### config.mk
export PLATFORM = sky130hd
export DESIGN_NAME = noc_ni_packetizer_flat
export DESIGN_NICKNAME = d
export VERILOG_FILES = /design/src/rtl/noc_pkg.sv /design/src/rtl/noc_ni_packetizer_if.sv /design/src/rtl/noc_flit_outreg.sv /design/src/rtl/noc_ni_packetizer.sv /design/src/flat_wrapper.sv
export SDC_FILE = /design/constraint.sdc
export NUM_CORES = 1
export LEC_CHECK = 0
export ABC_CLOCK_PERIOD_IN_PS = 2250
export CAP_MARGIN = 40
export CORE_UTILIZATION = 33
export CTS_CLUSTER_DIAMETER = 60
export DETAILED_ROUTE_END_ITERATION = 8
export PLACE_DENSITY_LB_ADDON = 0.3
export SLEW_MARGIN = 20
export SYNTH_ARGS = -nofsm -noshare
export SYNTH_HDL_FRONTEND = slang
export SYNTH_SLANG_ARGS = --single-unit
export TNS_END_PERCENT = 1
### constraint.sdc
create_clock -name clk -period 2.25 [get_ports clk]
set_clock_uncertainty 0.15 [all_clocks]
set_input_delay 0.3375 -clock clk [delete_from_list [all_inputs] [get_ports clk]]
set_output_delay 0.3375 -clock clk [all_outputs]
set_load 0.01 [all_outputs]
### src/rtl/noc_pkg.sv
// noc_pkg: shared flit, port and address definitions for the mesh NoC
package noc_pkg;
    localparam int FLIT_W         = 10;
    localparam int X_ADDR_W       = 4;
    localparam int Y_ADDR_W       = 4;
    localparam int X_NODE_NUM_DEF = 4;
    localparam int Y_NODE_NUM_DEF = 4;
    typedef enum logic [1:0] {FT_BODY = 2'b00, FT_TAIL = 2'b01, FT_HDR = 2'b10} flit_type_e;
    typedef enum logic [2:0] {PORT_L = 3'd1, PORT_E = 3'd2, PORT_N = 3'd3, PORT_W = 3'd4, PORT_S = 3'd5} port_e;
    function automatic logic [FLIT_W-1:0] pack_hdr(input logic [X_ADDR_W-1:0] x, input logic [Y_ADDR_W-1:0] y);
        return {FT_HDR, y, x};
    endfunction
endpackage

### src/rtl/noc_ni_packetizer_if.sv
// noc_ni_packetizer_if: request, payload and flit handshakes of the NI transmitter
interface noc_ni_packetizer_if;
    import noc_pkg::*;
    logic                pkt_valid;
    logic                pkt_ready;
    logic [X_ADDR_W-1:0] pkt_dest_x;
    logic [Y_ADDR_W-1:0] pkt_dest_y;
    logic [3:0]          pkt_len;
    logic                pl_valid;
    logic                pl_ready;
    logic [7:0]          pl_data;
    logic                flit_valid;
    logic                flit_ready;
    logic [FLIT_W-1:0]   flit_out;
    modport slave (
        input  pkt_valid, pkt_dest_x, pkt_dest_y, pkt_len, pl_valid, pl_data, flit_ready,
        output pkt_ready, pl_ready, flit_valid, flit_out
    );
    modport master (
        output pkt_valid, pkt_dest_x, pkt_dest_y, pkt_len, pl_valid, pl_data, flit_ready,
        input  pkt_ready, pl_ready, flit_valid, flit_out
    );
endinterface

### src/rtl/noc_flit_outreg.sv
// noc_flit_outreg: single-stage valid/ready flit register, reusable on router outputs
module noc_flit_outreg
    import noc_pkg::*;
#(
    parameter int W = FLIT_W
) (
    input  logic         clk,
    input  logic         rst_n,
    input  logic         load,
    input  logic [W-1:0] din,
    input  logic         ready,
    output logic         valid,
    output logic [W-1:0] dout,
    output logic         free
);
    logic         valid_d, valid_q;
    logic [W-1:0] data_d, data_q;

    assign free  = !valid_q || ready;
    assign valid = valid_q;
    assign dout  = data_q;

    // hold the flit until taken; a load in the handshake cycle overwrites it
    always_comb begin
        valid_d = load || (valid_q && !ready);
        data_d  = load ? din : data_q;
    end

    // register stage, cleared on reset so nothing in flight survives
    always_ff @(posedge clk or negedge rst_n) begin
        if (!rst_n) begin
            valid_q <= 1'b0;
            data_q  <= '0;
        end else begin
            valid_q <= valid_d;
            data_q  <= data_d;
        end
    end
endmodule

### src/rtl/noc_ni_packetizer.sv
// noc_ni_packetizer: turns a request plus payload stream into header/body/tail flits
module noc_ni_packetizer
    import noc_pkg::*;
#(
    parameter int X_NODE_NUM = X_NODE_NUM_DEF,
    parameter int Y_NODE_NUM = Y_NODE_NUM_DEF,
    parameter int X_S_ADDR   = 0,
    parameter int Y_S_ADDR   = 1,
    parameter int DATA_W     = 8
) (
    input  logic                clk,
    input  logic                rst_n,
    noc_ni_packetizer_if.slave  ni,
    output logic                err_dest,
    output logic                busy,
    output logic [15:0]         pkt_sent
);
    typedef enum logic {S_IDLE, S_BODY} state_e;

    localparam logic [4:0] XN = 5'(X_NODE_NUM);
    localparam logic [4:0] YN = 5'(Y_NODE_NUM);
    localparam bit SELF_OK = (X_S_ADDR < X_NODE_NUM) && (Y_S_ADDR < Y_NODE_NUM);

    state_e            state_d, state_q;
    logic [3:0]        rem_d, rem_q;
    logic              err_d, err_q;
    logic              busy_d, busy_q;
    logic [15:0]       sent_d, sent_q;
    logic              reg_free, legal, pkt_acc, pl_acc, load, tail_hs;
    logic [FLIT_W-1:0] load_flit;

    assign ni.pkt_ready = (state_q == S_IDLE) && reg_free;
    assign ni.pl_ready  = (state_q == S_BODY) && reg_free;
    assign pkt_acc      = ni.pkt_valid && ni.pkt_ready;
    assign pl_acc       = ni.pl_valid && ni.pl_ready;
    assign legal        = ({1'b0, ni.pkt_dest_x} < XN) && ({1'b0, ni.pkt_dest_y} < YN) && (ni.pkt_len != 4'd0) && SELF_OK;
    assign load         = (pkt_acc && legal) || pl_acc;
    assign load_flit    = pl_acc ? {(rem_q > 4'd1) ? FT_BODY : FT_TAIL, ni.pl_data[DATA_W-1:0]}
                                 : pack_hdr(ni.pkt_dest_x, ni.pkt_dest_y);
    assign tail_hs      = ni.flit_valid && ni.flit_ready && (ni.flit_out[FLIT_W-1 -: 2] == FT_TAIL);
    assign err_dest     = err_q;
    assign busy         = busy_q;
    assign pkt_sent     = sent_q;

    noc_flit_outreg #(.W(FLIT_W)) u_outreg (
        .clk   (clk),
        .rst_n (rst_n),
        .load  (load),
        .din   (load_flit),
        .ready (ni.flit_ready),
        .valid (ni.flit_valid),
        .dout  (ni.flit_out),
        .free  (reg_free)
    );

    // next state: a legal request opens a packet, the last payload word closes it
    always_comb begin
        state_d = state_q;
        rem_d   = rem_q;
        err_d   = pkt_acc && !legal;
        sent_d  = sent_q + 16'(tail_hs);
        if (pkt_acc && legal) begin
            state_d = S_BODY;
            rem_d   = ni.pkt_len;
        end
        if (pl_acc) begin
            state_d = (rem_q > 4'd1) ? S_BODY : S_IDLE;
            rem_d   = rem_q - 4'd1;
        end
        busy_d = state_d == S_BODY;
    end

    // FSM and counters; reset abandons any partial packet
    always_ff @(posedge clk or negedge rst_n) begin
        if (!rst_n) begin
            state_q <= S_IDLE;
            rem_q   <= 4'd0;
            err_q   <= 1'b0;
            busy_q  <= 1'b0;
            sent_q  <= 16'd0;
        end else begin
            state_q <= state_d;
            rem_q   <= rem_d;
            err_q   <= err_d;
            busy_q  <= busy_d;
            sent_q  <= sent_d;
        end
    end
endmodule

### src/flat_wrapper.sv
// flat-port wrapper written by rule: the top's interface ports become plain ports
module noc_ni_packetizer_flat import noc_pkg::*;
#(
    parameter int X_NODE_NUM = X_NODE_NUM_DEF,
    parameter int Y_NODE_NUM = Y_NODE_NUM_DEF,
    parameter int X_S_ADDR   = 0,
    parameter int Y_S_ADDR   = 1,
    parameter int DATA_W     = 8
)
  (clk, rst_n, err_dest, busy, pkt_sent, ni_pkt_valid, ni_pkt_dest_x, ni_pkt_dest_y, ni_pkt_len, ni_pl_valid, ni_pl_data, ni_flit_ready, ni_pkt_ready, ni_pl_ready, ni_flit_valid, ni_flit_out);
  noc_ni_packetizer_if ni_i ();
  input  logic clk;
  input  logic rst_n;
  output logic err_dest;
  output logic busy;
  output logic [15:0] pkt_sent;
  input wire logic [$bits(ni_i.pkt_valid)-1:0] ni_pkt_valid;
  input wire logic [$bits(ni_i.pkt_dest_x)-1:0] ni_pkt_dest_x;
  input wire logic [$bits(ni_i.pkt_dest_y)-1:0] ni_pkt_dest_y;
  input wire logic [$bits(ni_i.pkt_len)-1:0] ni_pkt_len;
  input wire logic [$bits(ni_i.pl_valid)-1:0] ni_pl_valid;
  input wire logic [$bits(ni_i.pl_data)-1:0] ni_pl_data;
  input wire logic [$bits(ni_i.flit_ready)-1:0] ni_flit_ready;
  output wire logic [$bits(ni_i.pkt_ready)-1:0] ni_pkt_ready;
  output wire logic [$bits(ni_i.pl_ready)-1:0] ni_pl_ready;
  output wire logic [$bits(ni_i.flit_valid)-1:0] ni_flit_valid;
  output wire logic [$bits(ni_i.flit_out)-1:0] ni_flit_out;
  assign ni_i.pkt_valid = ni_pkt_valid;
  assign ni_i.pkt_dest_x = ni_pkt_dest_x;
  assign ni_i.pkt_dest_y = ni_pkt_dest_y;
  assign ni_i.pkt_len = ni_pkt_len;
  assign ni_i.pl_valid = ni_pl_valid;
  assign ni_i.pl_data = ni_pl_data;
  assign ni_i.flit_ready = ni_flit_ready;
  assign ni_pkt_ready = ni_i.pkt_ready;
  assign ni_pl_ready = ni_i.pl_ready;
  assign ni_flit_valid = ni_i.flit_valid;
  assign ni_flit_out = ni_i.flit_out;
  noc_ni_packetizer #(.X_NODE_NUM(X_NODE_NUM), .Y_NODE_NUM(Y_NODE_NUM), .X_S_ADDR(X_S_ADDR), .Y_S_ADDR(Y_S_ADDR), .DATA_W(DATA_W)) u_core (.clk(clk), .rst_n(rst_n), .ni(ni_i), .err_dest(err_dest), .busy(busy), .pkt_sent(pkt_sent));
endmodule
# Word level (Yosys, flattened, before mapping)
# Index checks and enable logic that the tools add are counted.
# word_totals
reg_bits,33
input_bits,25
output_inout_bits,31
word_cells,39
# classes
addsub,2
n_lt_le_gt_ge,3
n_eq_ne,1
n_mux,7
bitwise,1
n_reduce_logical,19
# ops
op,count
$add 16x1->16,1
$logic_and 1x1->1,11
$mux 10,1
$lt 4x3->1 const B,2
$mux 4,2
$gt 4x1->1 const B,1
$mux 1,4
$reduce_bool 4->1,1
$sub 4x1->4 const B,1
$logic_not 1->1,3
$logic_or 1x1->1,3
$eq 2x1->1 const B,1
$reduce_bool 2->1,1
$not 1->1,1

# Logic depth before layout (Yosys ltp)
# logic_depth
depth_word,7
ltp_mapped,6

# Hierarchy
# A second synthesis with hierarchy kept.
# hier_totals
hier_cells,146
area_unflattened_um2,1644.1
# by_module_without_submodules
mod,instances,cells_per_inst,area_each_um2,seq_area_each_um2
noc_ni_packetizer,1,122,1198.6,550.5
noc_flit_outreg,1,24,445.4,275.3

# Worst setup path before layout
# OpenSTA, ideal clock, no wires.
# synth_path
path_kind,reg2reg
startpoint,register u_core.u_outreg.data_q[9] (netlist: u_core.u_outreg.dout[9])
endpoint,register u_core.sent_q[10] (netlist: u_core.pkt_sent[10])
arrival_time_ps,1544
slack_ps,430
path_stages_with_launch,7
n_path_buf,0
synth_period_minus_slack_ps,1820
path_cell_list,dfrtp_1 and4b_1 ha_1 ha_1 and4_1 nand4_1 xnor2_1
# synth_via
elab_chain_len,3
# synth_rtl
item,line,rtl
from (decl),noc_flit_outreg.sv:17,"logic [W-1:0] data_d, data_q;"
from (signal assigned),noc_flit_outreg.sv:36,data_q <= data_d;
$eq 2x1->1,noc_ni_packetizer.sv:40,assign tail_hs = ni.flit_valid && ni.flit_ready && (ni.flit_out[FLIT_W-1 -: 2] == FT_TAIL);
$logic_and 1x1->1,noc_ni_packetizer.sv:40,
$add 16x1->16,noc_ni_packetizer.sv:61,sent_d = sent_q + 16'(tail_hs);
via u_core.sent_d[10],noc_ni_packetizer.sv:28,"logic [15:0] sent_d, sent_q;"
to (signal assigned),noc_ni_packetizer.sv:86,sent_q <= sent_d;
to (decl),noc_ni_packetizer.sv:28,
# The timed path passes the listed nets, and every way through them passes these cells.
# A chain may end at the register's enable or synchronous reset.

# Worst setup path in the final report
# layout_path
startpoint,input port ni_flit_ready
endpoint,output port ni_pl_ready
# layout_via
elab_chain_len,2
# layout_rtl
item,line,rtl
from (decl),flat_wrapper.sv:23,input wire logic [$bits(ni_i.flit_ready)-1:0] ni_flit_ready;
$logic_or 1x1->1,noc_flit_outreg.sv:19,assign free = !valid_q || ready;
$logic_and 1x1->1,noc_ni_packetizer.sv:33,assign ni.pl_ready = (state_q == S_BODY) && reg_free;
to (decl),flat_wrapper.sv:25,output wire logic [$bits(ni_i.pl_ready)-1:0] ni_pl_ready;
# Every way passes these cells.

==> impl_metrics.yaml <==
run_status:
  status: "finished, violations left"
  failed_checks: "design-rule violations"
die:
  die_w_um: 70.7
  die_h_um: 70.7
  num_io_pins: 56
  core_sq_um: 4440
  initial_core_util_pct: 35.0
  rows: 24
  dieArea_sq_um: 4990
power_and_ir_drop:
  p_sw_share_pct: 29.6
  p_int_mw: 1.57
  power.density_nw_per_um2: 948
  seq_power_share_pct: 38.6
  leakagePower_nw: 1.05
  irDropWorstVdd_uv: 448
  p_clk_share_pct: 26.0
  combinationalPowerShare_pct: 35.4
  power_mw: 2.24
  p_sw_mw: 0.662
timing:
  period_needed_ns: 2.18
  hold_violations: 0
  period_share_pct: 97.0
  report.final.slew_viol_count: 0
  setup_tns_ns: 0
  relSlewSlack_pct: 69.3
  worst_slew_pin_slew_ns: 0.460
  setup_viol: 0
  max_freq_mhz: 458
  rsz0062_at_grt: "no"
cells_and_area:
  syn_to_final_growth_pct: 51.4
  final_cell_mix: "clkdlybuf4s50_1, dfrtp_1, buf_4, xnor2_1, nand3_1"
  n_fill_cell: 380
  multiInputGateArea_sq_um: 702
  final_common_cell: "clkdlybuf4s50_1"
  num_antenna_cells: 0
  seq_area_sq_um: 826
  final_nets: 227
  drive_above_1_share_pct: 16.7
setup_path:
  start_kind: "primary input"
  cpMostUsedCell: "clkdlybuf4s50_1"
  arrival_ns: 1.70
  critical_path_class: "in2out"
  cp_slowest_cell: "clkdlybuf4s50_1"
  worstSetupEndpointType: "output pin"
  crit_required_ns: 1.76
  cp_cell_sequence: "clkdlybuf4s50_1 -> nand2b_2 -> and2_1 -> clkdlybuf4s50_1"
  crit_fanout: 5
  worst-r2r-cell-count: 5
  critPathMaxStageDelay_ns: 0.53
yosys:
  yosys-mux-area-fraction_pct: 6.03
  yosys_register_bits: 33
  synth_xor_area_share_pct: 7.88
  ys_types: 38
  ys_seq_area_share_pct: 53.1
  synth_fa_ha_area_share_pct: 4.02
  synth_area_leader_cell: "dfrtp_1"
  synth-simple-area-share_pct: 16.5
  syn_nets: 156
  syn_inst: 126
  synth_top_area_share_pct: 53.1
  syn_area_sq_um: 1560
  synth.avg_cell_area_sq_um: 12.4
  synth_top_family_by_area: "simple AND/OR/NAND/NOR gates"
  synth-warning-count: 0
  synth.area.top_cells: "dfrtp_1, mux2_2, xnor2_1"
  synth-compound-area-share_pct: 10.5
global_routing:
  grt_pass1_wl_um: 6060
  grt.total_usage_pct: 15.6
  grt-ovfl-total: 0
  grt_max_degree: 34
  antenna_found_initial: 0
  grt_pass1_vias: 1312
detailed_routing:
  wl_per_cell_um: 14.3
  highest-signal-layer: "met4"
  routed_wl_um: 3580
  wl_met1_um: 1590
  wl_met2_um: 1780
  routed-via-count: 1251
  antenna_left: 0
  drt_iter0_drc: 54
  wl_met3_um: 194
  remaining_drc_errors: 8
  via_per_inst: 5.00
  dr.pass1.iters: 6
clocking:
  clock_sinks: 33
  cts_tree: "yes"
  cts_setup_buffers: 0
  cts_root_buffer: "clkbuf_8"
  cts_buffers: 5
  ctsHoldBuffers: 0
  cts_resized: 1
  clockBufferDepth: 2
  clk_latency_ns: 0.28
  clk_pin_slew_ns: 0.07
  htree_levels: 2
job:
  maxCapViolations: 0
min_path:
  hold_path_class: "in2async"
placement:
  dp_hpwl_um: 2710
  gp_congestion: 0.922
  portBuffers: 55
-- metrics by stage --
stage	setup WS, ns	hold slack [ns]	cell area, sq um	instances	util [%]
6_report	0.0670	0.314	2360	250	53.0
5_1_grt	0.0310	0.338	2360	250	53.0
4_1_cts	0.0555	0.325	2360	250	53.0
3_5_place_dp	0.00390	0.318	2240	242	50.4
3_3_place_gp	0.0330	0.319	2240	242	50.4
2_1_floorplan	0.430	-0.108	1560	126	-
-- cell type report --
cell class                      count  area share (%)
Multi-Input combinational cell     87            29.8
Inverter                            4           0.637
Tap cell                           52            2.76
Clock buffer                        7            3.66
Clock inverter                      1            1.27
Timing Repair Buffer               66            26.9
Sequential cell                    33            35.0
-- final timing paths --
| path | from | to | slack [ns] |
|---|---|---|---|
| min reg2reg | u_core.pkt_sent[15] | u_core.pkt_sent[15] | 0.33 |
| max in group asynchronous | rst_n | u_core.u_outreg.dout[7] | 1.34 |
| max | ni_flit_ready | ni_pl_ready | 0.07 |
| min | rst_n | u_core.pkt_sent[2] | 0.31 |
| min in group clk | u_core.pkt_sent[15] | u_core.pkt_sent[15] | 0.33 |
| max reg2reg | u_core.u_outreg.valid | u_core.rem_q[0] | 0.34 |
-- Yosys cell counts --
cell type,n
a21oi_4,1
a221o_1,1
inv_1,4
nand2b_1,1
nor3_1,4
dfrtp_1,33
and4_1,3
or2_2,1
nor4_4,1
nor3b_1,1
ha_1,5
nor2b_1,1
nand4_1,4
nand3_1,8
a21oi_1,1
clkbuf_2,1
a21o_1,1
a221oi_1,1
xnor2_1,9
o311ai_0,1
a22o_2,1
nor4_1,2
o221ai_1,1
and2_1,1
xor2_1,5
nand3b_1,1
buf_6,1
nand2_1,6
o41ai_2,1
and3_1,2
mux2_4,1
and4b_1,1
a211oi_1,1
a22o_1,4
o41a_4,1
a2bb2oi_1,1
mux2_2,7
nor2_1,7
-- routing by layer --
metal / vias up / track usage, %
met2: 40 / 27.1
met3: 2 / 3.70
met4: 0 / 7.11
li1: 602 / -
met5: - / 0
met1: 607 / 18.3
-- worst max-delay path, delay by kind of cell --
family | cells | cell delay [ns]
AND/OR/NAND/NOR | 2 | 0.33
buffers and inverters | 2 | 1.02
-- state kept, by name (all words and copies together) (netlist names) --
register               count
u_core.state_q             1
u_core.u_outreg.dout      10
u_core.err_dest            1
u_core.pkt_sent           16
u_core.rem_q               4
u_core.u_outreg.valid      1
-- cells by family (layout without fill, tap and decap cells) --
| logic type | Yosys count | in the layout |
|---|---|---|
| fa+ha+maj | 5 | 5 |
| flops | 33 | 33 |
| buf+inv | 6 | 78 |
| xor+xnor | 14 | 14 |
| compound gates | 16 | 16 |
| mux | 8 | 8 |
| simple gates | 44 | 44 |
-- power groups by stage --
stage	Combinational [mW]	Sequential [mW]	Clock, mW
floorplan	0.331	0.897	0
global placement	0.777	0.859	0
detailed placement	0.796	0.866	0
CTS	0.798	0.861	0.594
global route	0.847	0.882	0.621
finish	0.791	0.863	0.581
Power figures use the tool's default switching activity.
